==> src/rtl/mod_wave_sequencer.sv <==
// Tone-burst sequencer: osc step strobes, phase clears, modulation count, start/busy/done.
// Latency: all outputs registered, one clock after the deciding input; no backpressure, start ignored while busy.
module mod_wave_sequencer #(
  parameter int CNT_W = 8,
  parameter int NB_W  = 4
) (
  input  logic             clk,
  input  logic             rst,
  input  logic             start,
  input  logic             stop,
  input  logic [CNT_W-1:0] rate_div,
  input  logic [CNT_W-1:0] half_period,
  input  logic [CNT_W-1:0] burst_len,
  input  logic [CNT_W-1:0] gap_len,
  input  logic [NB_W-1:0]  num_bursts,
  output logic             osc_en,
  output logic             osc_clr,
  output logic [CNT_W-1:0] cout,
  output logic             busy,
  output logic             done
);

  typedef enum logic [1:0] {S_IDLE, S_ON, S_OFF, S_DONE} state_t;

  localparam logic [CNT_W-1:0] ONE    = CNT_W'(1);
  localparam logic [NB_W-1:0]  NB_ONE = NB_W'(1);

  state_t           state_q, state_d;
  logic [CNT_W-1:0] psc_q, psc_d, step_q, step_d, half_q, half_d, gap_q, gap_d;
  logic [NB_W-1:0]  bidx_q, bidx_d;
  logic [CNT_W-1:0] rate_q, rate_d, hp_q, hp_d, bl_q, bl_d, gl_q, gl_d;
  logic [NB_W-1:0]  nb_q, nb_d;
  logic [CNT_W-1:0] cout_d;
  logic             en_d, clr_d, busy_d, done_d;
  logic             tick, new_burst;
  logic [CNT_W-1:0] half_eff, burst_eff;

  // zero encodes one for the step-based lengths
  assign half_eff  = (hp_q == '0) ? ONE : hp_q;
  assign burst_eff = (bl_q == '0) ? ONE : bl_q;
  assign tick      = (psc_q == rate_q);

  always_comb begin
    state_d   = state_q;
    psc_d     = psc_q;
    step_d    = step_q;
    half_d    = half_q;
    gap_d     = gap_q;
    bidx_d    = bidx_q;
    rate_d    = rate_q;
    hp_d      = hp_q;
    bl_d      = bl_q;
    gl_d      = gl_q;
    nb_d      = nb_q;
    cout_d    = cout;
    busy_d    = busy;
    clr_d     = 1'b0;
    done_d    = 1'b0;
    new_burst = 1'b0;

    case (state_q)
      S_IDLE: begin
        if (start && !stop) begin
          rate_d    = rate_div;
          hp_d      = half_period;
          bl_d      = burst_len;
          gl_d      = gap_len;
          nb_d      = num_bursts;
          bidx_d    = '0;
          busy_d    = 1'b1;
          new_burst = 1'b1;
        end
      end
      S_ON: begin
        psc_d = tick ? '0 : psc_q + ONE;
        if (tick) begin
          step_d = step_q + ONE;
          if (half_q == half_eff - ONE) begin
            half_d = '0;
            cout_d = cout + ONE;
          end else begin
            half_d = half_q + ONE;
          end
          if (step_q == burst_eff - ONE) begin
            // nb_q - 1 wraps to all-ones, so a zero count runs 2**NB_W bursts
            if (bidx_q == nb_q - NB_ONE) begin
              state_d = S_DONE;
              busy_d  = 1'b0;
              done_d  = 1'b1;
            end else begin
              bidx_d = bidx_q + NB_ONE;
              if (gl_q == '0) begin
                new_burst = 1'b1;
              end else begin
                state_d = S_OFF;
                gap_d   = '0;
              end
            end
          end
        end
      end
      S_OFF: begin
        psc_d = tick ? '0 : psc_q + ONE;
        if (tick) begin
          if (gap_q == gl_q - ONE) new_burst = 1'b1;
          else                     gap_d     = gap_q + ONE;
        end
      end
      S_DONE:  state_d = S_IDLE;
      default: state_d = S_IDLE;
    endcase

    if (new_burst) begin
      state_d = S_ON;
      psc_d   = '0;
      step_d  = '0;
      half_d  = '0;
      cout_d  = '0;
      clr_d   = 1'b1;
    end

    if (stop) begin
      state_d = S_IDLE;
      psc_d   = '0;
      step_d  = '0;
      half_d  = '0;
      gap_d   = '0;
      bidx_d  = '0;
      cout_d  = '0;
      busy_d  = 1'b0;
      clr_d   = 1'b0;
      done_d  = 1'b0;
    end

    // strobe is registered, so it is predicted from the next-cycle prescaler
    en_d = (state_d == S_ON) && (psc_d == rate_d);
  end

  always_ff @(posedge clk or negedge rst) begin
    if (!rst) begin
      state_q <= S_IDLE;
      psc_q   <= '0;
      step_q  <= '0;
      half_q  <= '0;
      gap_q   <= '0;
      bidx_q  <= '0;
      rate_q  <= '0;
      hp_q    <= '0;
      bl_q    <= '0;
      gl_q    <= '0;
      nb_q    <= '0;
      cout    <= '0;
      osc_en  <= 1'b0;
      osc_clr <= 1'b0;
      busy    <= 1'b0;
      done    <= 1'b0;
    end else begin
      state_q <= state_d;
      psc_q   <= psc_d;
      step_q  <= step_d;
      half_q  <= half_d;
      gap_q   <= gap_d;
      bidx_q  <= bidx_d;
      rate_q  <= rate_d;
      hp_q    <= hp_d;
      bl_q    <= bl_d;
      gl_q    <= gl_d;
      nb_q    <= nb_d;
      cout    <= cout_d;
      osc_en  <= en_d;
      osc_clr <= clr_d;
      busy    <= busy_d;
      done    <= done_d;
    end
  end

endmodule

==> config.mk <==
export PLATFORM = sky130hd
export DESIGN_NAME = mod_wave_sequencer
export DESIGN_NICKNAME = d
export VERILOG_FILES = /design/src/rtl/mod_wave_sequencer.sv
export SDC_FILE = /design/constraint.sdc
export NUM_CORES = 1
export LEC_CHECK = 0
export ABC_AREA = 1
export ABC_CLOCK_PERIOD_IN_PS = 6450
export CAP_MARGIN = 30
export CORE_UTILIZATION = 60
export DETAILED_ROUTE_END_ITERATION = 8
export PLACE_DENSITY = 0.83
export SYNTH_ARGS = -nofsm -noshare
export SYNTH_HDL_FRONTEND = slang
export SYNTH_SLANG_ARGS = --single-unit
==> constraint.sdc <==
create_clock -name clk -period 6.45 [get_ports clk]
set_input_delay 0.645 -clock clk [delete_from_list [all_inputs] [get_ports clk]]
set_output_delay 0.645 -clock clk [all_outputs]
set_load 0.005 [all_outputs]
==> results.yml, run 1 <==
sta:
  slew_viol_final: 0
  hold_violations: 0
  setup-violations-final: 0
  grt_setup_unrepaired: "no"
  finalCritPeriodShare_pct: 59.7
  fin_tns_setup_ns: 0
  timing_worst_slew_pin_value_ns: 0.869
  finalWorstPathRequiredPeriod_ns: 3.85
  slew_headroom_pct: 42.0
  fmax_mhz: 260
  clock_skew_ns: 0.0118
cts:
  postcts_setup_bufs: 0
  clkTransAtPathRegs_ns: 0.09
  tritoncts_clock_tree: "built"
  clockRootBuffer: "sky130_fd_sc_hd__clkbuf_8"
  count_of_h_tree_levels_built_during_cts: 3
  cts-resized-gates: 0
  clk-insertion-delay-late_ns: 0.36
  hold_fix_buffer_count_after_cts: 0
  cts_inserted_buffers: 9
  max-clock-path-buffers: 2
  numClockSinks: 86
logic_synthesis:
  synth-edff-count: 0
  synthesis.area_um2: 5520
  ys.flop_type: "sky130_fd_sc_hd__dfrtp_1"
  netlist-cell-type-count: 41
  synthArstFlopShare_pct: 100
  mapped_nets: 789
  yosys_register_bits: 86
  synthesis.instances: 733
  synth_sequential_area_ratio_pct: 39.0
  ys.warnings.count: 0
  synth.avg_cell_area_um2: 7.54
global_route:
  largest_net_degree_at_the_start_of_global_routing: 52
  first_global_vias: 4812
  grt_first_pass_wirelength_um: 20900
  grtUsageTotal_pct: 26.7
  grt_remaining_overflow: 0
  antenna_found_initial: 0
power_and_ir_drop:
  power_density_nw_per_um2: 228
  leakage_nw: 3.00
  vdd.ir_drop.worst_mv: 0.131
route:
  wl_um: 12000
  detail_route.first_pass.iterations: 7
  initialDrtViolationCount: 233
  dr_total_vias: 4873
  post-route-drc-count: 1
  route.antenna.remaining_nets: 0
  number_of_vias_per_cell_after_detailed_routing: 5.46
  wl_per_cell_um: 13.4
setup_path:
  timing.critical_path.slowest_stage_cell: "sky130_fd_sc_hd__inv_1"
  rr_startpoint: "bl_q[3]$_DFFE_PN0P_"
  crit_fanout: 43
  timing_worst_setup_path_type: "input pin to register"
  required_worst_endpoint_ns: 6.72
  reg2reg_depth: 21
  critical_path.cell_chain: "clkdlybuf4s50_1 -> inv_1 -> nand3_2 -> buf_4 -> nand2_2 -> nand2_4 -> nand2_8 -> nor2_8 -> nor2_8 -> nand2_1 -> o21ai_0"
  critical-path-top-cell-by-count: "sky130_fd_sc_hd__nor2_8"
  worst-r2r-setup-slack_ns: 3.13
  timing.critical_path.slowest_cell_delay_ns: 0.74
  setup.worst_path.end_class: "register"
  crit_arrival_ns: 4.12
  start_kind: "input pin"
  r2r_end: "cout[3]$_DFFE_PN0P_"
finish:
  area_added_between_synthesis_and_finish_pct: 14.9
  fillerInstances: 704
  layout-drive-gt1-share_pct: 6.50
  final_util_pct: 72.1
  antenna_cells: 0
  most-common-layout-cells: "sky130_fd_sc_hd__nand2_1 (158), sky130_fd_sc_hd__inv_1 (94), sky130_fd_sc_hd__nor2_1 (91), sky130_fd_sc_hd__dfrtp_1 (86), sky130_fd_sc_hd__clkdlybuf4s50_1 (50)"
  final_nets: 837
  final_common_cell: "sky130_fd_sc_hd__nand2_1"
floorplan:
  fp.dieArea_um2: 9590
  die_x_um: 98.0
  chipHeight_um: 98.0
  floorplan.io_pins: 52
  placeableCoreArea_um2: 8810
  row_count: 34
  initial_core_util_pct: 62.7
outcome:
  status: "finished with violations"
  violated_checks: "design-rule violations"
placement:
  place.port_buffers: 51
  place_congestion: 0.900
  place.detailed.hpwl_um: 8930
run:
  drv.max_cap_violation_count: 0
hold_path:
  holdCritPathClass: "input pin to async pin"
[metrics by stage]
stage                     std cells  setup WS, ns  total power, mW  hold slack, ns  cell area (µm²)
after floorplan                 733          3.78            0.914           0.349             5520
after global placement          877          2.46             1.00           0.520             6100
after detailed placement        878          2.29             1.02           0.528             6130
after CTS                       893          2.65             1.45           0.249             6350
after global routing            893          2.29             1.53           0.269             6350
final                           893          2.60             1.45           0.234             6350
[worst max-delay path by stage]
| stage | start | slack (ns) | depth (start not counted) | endpoint |
|---|---|---|---|---|
| after global placement | stop | 2.46 | 10 | cout[3]$_DFFE_PN0P_ |
| after global routing | stop | 2.29 | 11 | cout[7]$_DFFE_PN0P_ |
| after detailed placement | stop | 2.29 | 11 | cout[3]$_DFFE_PN0P_ |
| after CTS | stop | 2.65 | 11 | cout[3]$_DFFE_PN0P_ |
| final | stop | 2.60 | 11 | cout[3]$_DFFE_PN0P_ |
| after floorplan | bl_q[3]$_DFFE_PN0P_ | 3.78 | 21 | cout[3]$_DFFE_PN0P_ |
[cells by family after synthesis]
kind of cell | count (synthesis) | share of synthesized area (%)
flops | 86 | 39.0
fa+ha+maj | 16 | 3.62
xor+xnor | 48 | 7.61
buf+inv | 117 | 8.34
mux | 9 | 1.83
simple gates | 366 | 30.6
compound gates | 91 | 9.01
[Yosys cell counts, types with 2 or more instances]
library cell | n | area share (%)
sky130_fd_sc_hd__a21oi_1 | 44 | 4.0
sky130_fd_sc_hd__a22oi_1 | 2 | 0.27
sky130_fd_sc_hd__a31oi_1 | 6 | 0.68
sky130_fd_sc_hd__and2_1 | 3 | 0.34
sky130_fd_sc_hd__buf_1 | 2 | 0.14
sky130_fd_sc_hd__buf_2 | 5 | 0.45
sky130_fd_sc_hd__buf_6 | 2 | 0.41
sky130_fd_sc_hd__clkbuf_1 | 7 | 0.48
sky130_fd_sc_hd__clkinv_1 | 2 | 0.14
sky130_fd_sc_hd__dfrtp_1 | 86 | 39
sky130_fd_sc_hd__ha_1 | 16 | 3.6
sky130_fd_sc_hd__inv_1 | 94 | 6.4
sky130_fd_sc_hd__inv_2 | 5 | 0.34
sky130_fd_sc_hd__mux2_2 | 9 | 1.8
sky130_fd_sc_hd__nand2_1 | 158 | 11
sky130_fd_sc_hd__nand2_2 | 3 | 0.34
sky130_fd_sc_hd__nand3_1 | 49 | 4.4
sky130_fd_sc_hd__nand3_2 | 2 | 0.36
sky130_fd_sc_hd__nand3b_1 | 3 | 0.41
sky130_fd_sc_hd__nand4_1 | 22 | 2.5
sky130_fd_sc_hd__nor2_1 | 91 | 6.2
sky130_fd_sc_hd__nor2_2 | 3 | 0.34
sky130_fd_sc_hd__nor2_8 | 4 | 1.4
sky130_fd_sc_hd__nor3_1 | 14 | 1.3
sky130_fd_sc_hd__nor3_2 | 2 | 0.36
sky130_fd_sc_hd__nor3b_1 | 5 | 0.68
sky130_fd_sc_hd__nor4_1 | 2 | 0.23
sky130_fd_sc_hd__o21a_1 | 3 | 0.41
sky130_fd_sc_hd__o21ai_0 | 31 | 2.8
sky130_fd_sc_hd__xnor2_1 | 14 | 2.2
sky130_fd_sc_hd__xor2_1 | 34 | 5.4
[final cells by class]
type	count	area, µm²	area share (%)
multi-input combinational	530	2920	45.9
sequential	86	2150	33.9
timing repair buffer	53	543	8.55
inverter	101	379	5.97
clock buffer	12	155	2.44
tap	108	135	2.13
clock inverter	3	67.6	1.06
[per-layer routing]
metal  vias to the layer above  part of all wire [%]  global-route usage, %
li1                       2450                     -                      -
met3                        16                   4.1                   4.01
met2                       134                    51                   48.2
met1                      2273                    44                   32.7
met4                         0                   1.4                   8.62
met5                         -                     0                      0
[worst max-delay path, delay by kind of cell]
| family | cells | cell delay, ns |
|---|---|---|
| buffers and inverters | 3 | 1.80 |
| and+or+nand+nor | 7 | 1.56 |
| AOI/OAI and AO/OA | 1 | 0.09 |
[state kept, by name, summed over array words and instances (netlist names), 8 cells and up]
register  cells
bl_q          8
hp_q          8
gap_q         8
half_q        8
rate_q        8
gl_q          8
cout          8
psc_q         8
step_q        8
[where the power goes]
| part | internal [mW] | switching [mW] | leakage [nW] | total (mW) |
|---|---|---|---|---|
| Sequential | 0.594 | 0.0481 | 1.09 | 0.642 |
| Combinational | 0.153 | 0.222 | 1.81 | 0.375 |
| Clock | 0.238 | 0.192 | 0.109 | 0.430 |
Power figures use the tool's default switching activity.
==> run 2, diff against run 1 <==
Settings changed: ABC_CLOCK_PERIOD_IN_PS 6450 to 3900, CORE_UTILIZATION 60 to 58, PLACE_DENSITY 0.83 to 0.81.
Clock period 6.45 ns to 3.9 ns, I/O delays scaled along.
==> results.yml, run 2 (synthesis gave the netlist of run 1 again) <==
route:
  detail_route.first_pass.iterations: 8
  dr_total_vias: 4844
  route.antenna.remaining_nets: 0
  number_of_vias_per_cell_after_detailed_routing: 5.29
  post-route-drc-count: 0
  wl_per_cell_um: 12.7
  wl_um: 11700
  initialDrtViolationCount: 171
floorplan:
  die_x_um: 99.6
  initial_core_util_pct: 59.8
  chipHeight_um: 99.6
  fp.dieArea_um2: 9920
  row_count: 35
  placeableCoreArea_um2: 9240
  floorplan.io_pins: 52
cts:
  cts_inserted_buffers: 9
  clockRootBuffer: "sky130_fd_sc_hd__clkbuf_8"
  clk-insertion-delay-late_ns: 0.36
  tritoncts_clock_tree: "built"
  count_of_h_tree_levels_built_during_cts: 3
  clkTransAtPathRegs_ns: 0.09
  max-clock-path-buffers: 2
  cts-resized-gates: 0
  numClockSinks: 86
  postcts_setup_bufs: 0
  hold_fix_buffer_count_after_cts: 0
sta:
  slew_viol_final: 0
  setup-violations-final: 0
  slew_headroom_pct: 64.1
  timing_worst_slew_pin_value_ns: 0.538
  fin_ws_ns: 0.684
  fin_tns_setup_ns: 0
  finalCritPeriodShare_pct: 82.5
  finalWorstPathRequiredPeriod_ns: 3.22
  fin_hold_ws_ns: -0.00470
  hold_violations: 2
  fmax_mhz: 311
  clock_skew_ns: 0.0156
  grt_setup_unrepaired: "no"
global_route:
  largest_net_degree_at_the_start_of_global_routing: 48
  antenna_found_initial: 0
  grtUsageTotal_pct: 25.7
  first_global_vias: 4670
  grt_remaining_overflow: 0
  grt_first_pass_wirelength_um: 20400
finish:
  final_common_cell: "sky130_fd_sc_hd__nand2_1"
  antenna_cells: 0
  most-common-layout-cells: "sky130_fd_sc_hd__nand2_1 (158), sky130_fd_sc_hd__inv_1 (94), sky130_fd_sc_hd__nor2_1 (91), sky130_fd_sc_hd__dfrtp_1 (86), sky130_fd_sc_hd__clkdlybuf4s50_1 (50)"
  fin_area_um2: 6330
  layout-drive-gt1-share_pct: 6.61
  area_added_between_synthesis_and_finish_pct: 14.5
  final_nets: 838
setup_path:
  required_worst_endpoint_ns: 4.16
  worstSetupStartpoint: "bl_q[2]$_DFFE_PN0P_"
  crit_fanout: 23
  crit_arrival_ns: 3.47
  start_kind: "register"
  r2r_end: "cout[2]$_DFFE_PN0P_"
  timing_worst_setup_path_type: "register to register"
  worst-r2r-setup-slack_ns: 0.68
  rr_startpoint: "bl_q[2]$_DFFE_PN0P_"
  setup.worst_path.end_class: "register"
  reg2reg_depth: 21
placement:
  place_congestion: 0.874
  place.port_buffers: 51
  place.detailed.hpwl_um: 8840
  pre_cts_slack_ns: 0.702
  placed_cell_area_um2: 6160
outcome:
  status: "finished with violations"
  violated_checks: "negative hold slack"
power_and_ir_drop:
  power_density_nw_per_um2: 353
  leakage_nw: 2.99
  vdd.ir_drop.worst_mv: 0.234
run:
  drv.max_cap_violation_count: 0
hold_path:
  holdCritPathClass: "input pin to async pin"
-- run 2: cell count changes in the layout (fill, tap and decap cells not counted) --
cell | before | now
sky130_fd_sc_hd__clkbuf_8 | 11 | 10
sky130_fd_sc_hd__clkinv_2 | 0 | 3
sky130_fd_sc_hd__clkbuf_1 | 1 | 2
sky130_fd_sc_hd__bufinv_16 | 2 | 0
sky130_fd_sc_hd__buf_4 | 2 | 3
-- run 2: area by class of cell --
cell class	instances	area [µm²]
sequential	86	2150
clock buffer	12	145
multi-input combinational	530	2920
fill	781	2910
timing repair buffer	54	551
clock inverter	4	22.5
tap	129	161
inverter	101	379
-- run 2: per-layer routing --
layer / GRT usage (%) / vias up / wire length, µm
li1: - / 2454 / -
met1: 31.8 / 2255 / 5180
met2: 45.2 / 107 / 5820
met3: 3.16 / 28 / 377
met4: 11.1 / 0 / 287
met5: 0 / - / 0
-- run 2: metrics by stage --
stage / instances / total power, mW / util [%]
detailed placement: 900 / 1.69 / 66.7
floorplan: 733 / 1.51 / -
finish: 916 / 2.24 / 68.5
global placement: 899 / 1.66 / 66.4
CTS: 916 / 2.25 / 68.5
global route: 916 / 2.38 / 68.5
-- run 2: worst max path at each step --
| stage | depth (start not counted) | slack [ns] | end |
|---|---|---|---|
| final | 21 | 0.68 | cout[2]$_DFFE_PN0P_ |
| after CTS | 20 | 0.67 | cout[2]$_DFFE_PN0P_ |
| after floorplan | 21 | 1.23 | cout[3]$_DFFE_PN0P_ |
| after detailed placement | 20 | 0.70 | cout[2]$_DFFE_PN0P_ |
| after global placement | 20 | 0.80 | cout[1]$_DFFE_PN0P_ |
| after global routing | 25 | 0.31 | cout[2]$_DFFE_PN0P_ |
-- run 2: report_power, final --
part	switching [mW]	internal (mW)
Combinational	0.361	0.254
Clock	0.314	0.246
Sequential	0.0784	0.982
Total	0.754	1.48
-- run 2: critical path, stage by stage (launching register included) --
cell                      delay, ns
sky130_fd_sc_hd__dfrtp_1       0.42
sky130_fd_sc_hd__inv_2         0.09
sky130_fd_sc_hd__nand2_1       0.08
sky130_fd_sc_hd__nor2_2        0.12
sky130_fd_sc_hd__nand2_2       0.11
sky130_fd_sc_hd__nand2_1       0.10
sky130_fd_sc_hd__inv_1         0.06
sky130_fd_sc_hd__ha_1          0.25
sky130_fd_sc_hd__xor2_1        0.29
sky130_fd_sc_hd__xor2_1        0.17
sky130_fd_sc_hd__nand3_1       0.10
sky130_fd_sc_hd__nor2_2        0.13
sky130_fd_sc_hd__nand3_1       0.09
sky130_fd_sc_hd__nand2_1       0.06
sky130_fd_sc_hd__nand2_1       0.06
sky130_fd_sc_hd__nand2_2       0.10
sky130_fd_sc_hd__nand2_4       0.21
sky130_fd_sc_hd__nand2_8       0.21
sky130_fd_sc_hd__nor2_8        0.08
sky130_fd_sc_hd__nor2_8        0.23
sky130_fd_sc_hd__nand2_1       0.07
sky130_fd_sc_hd__o21ai_0       0.09
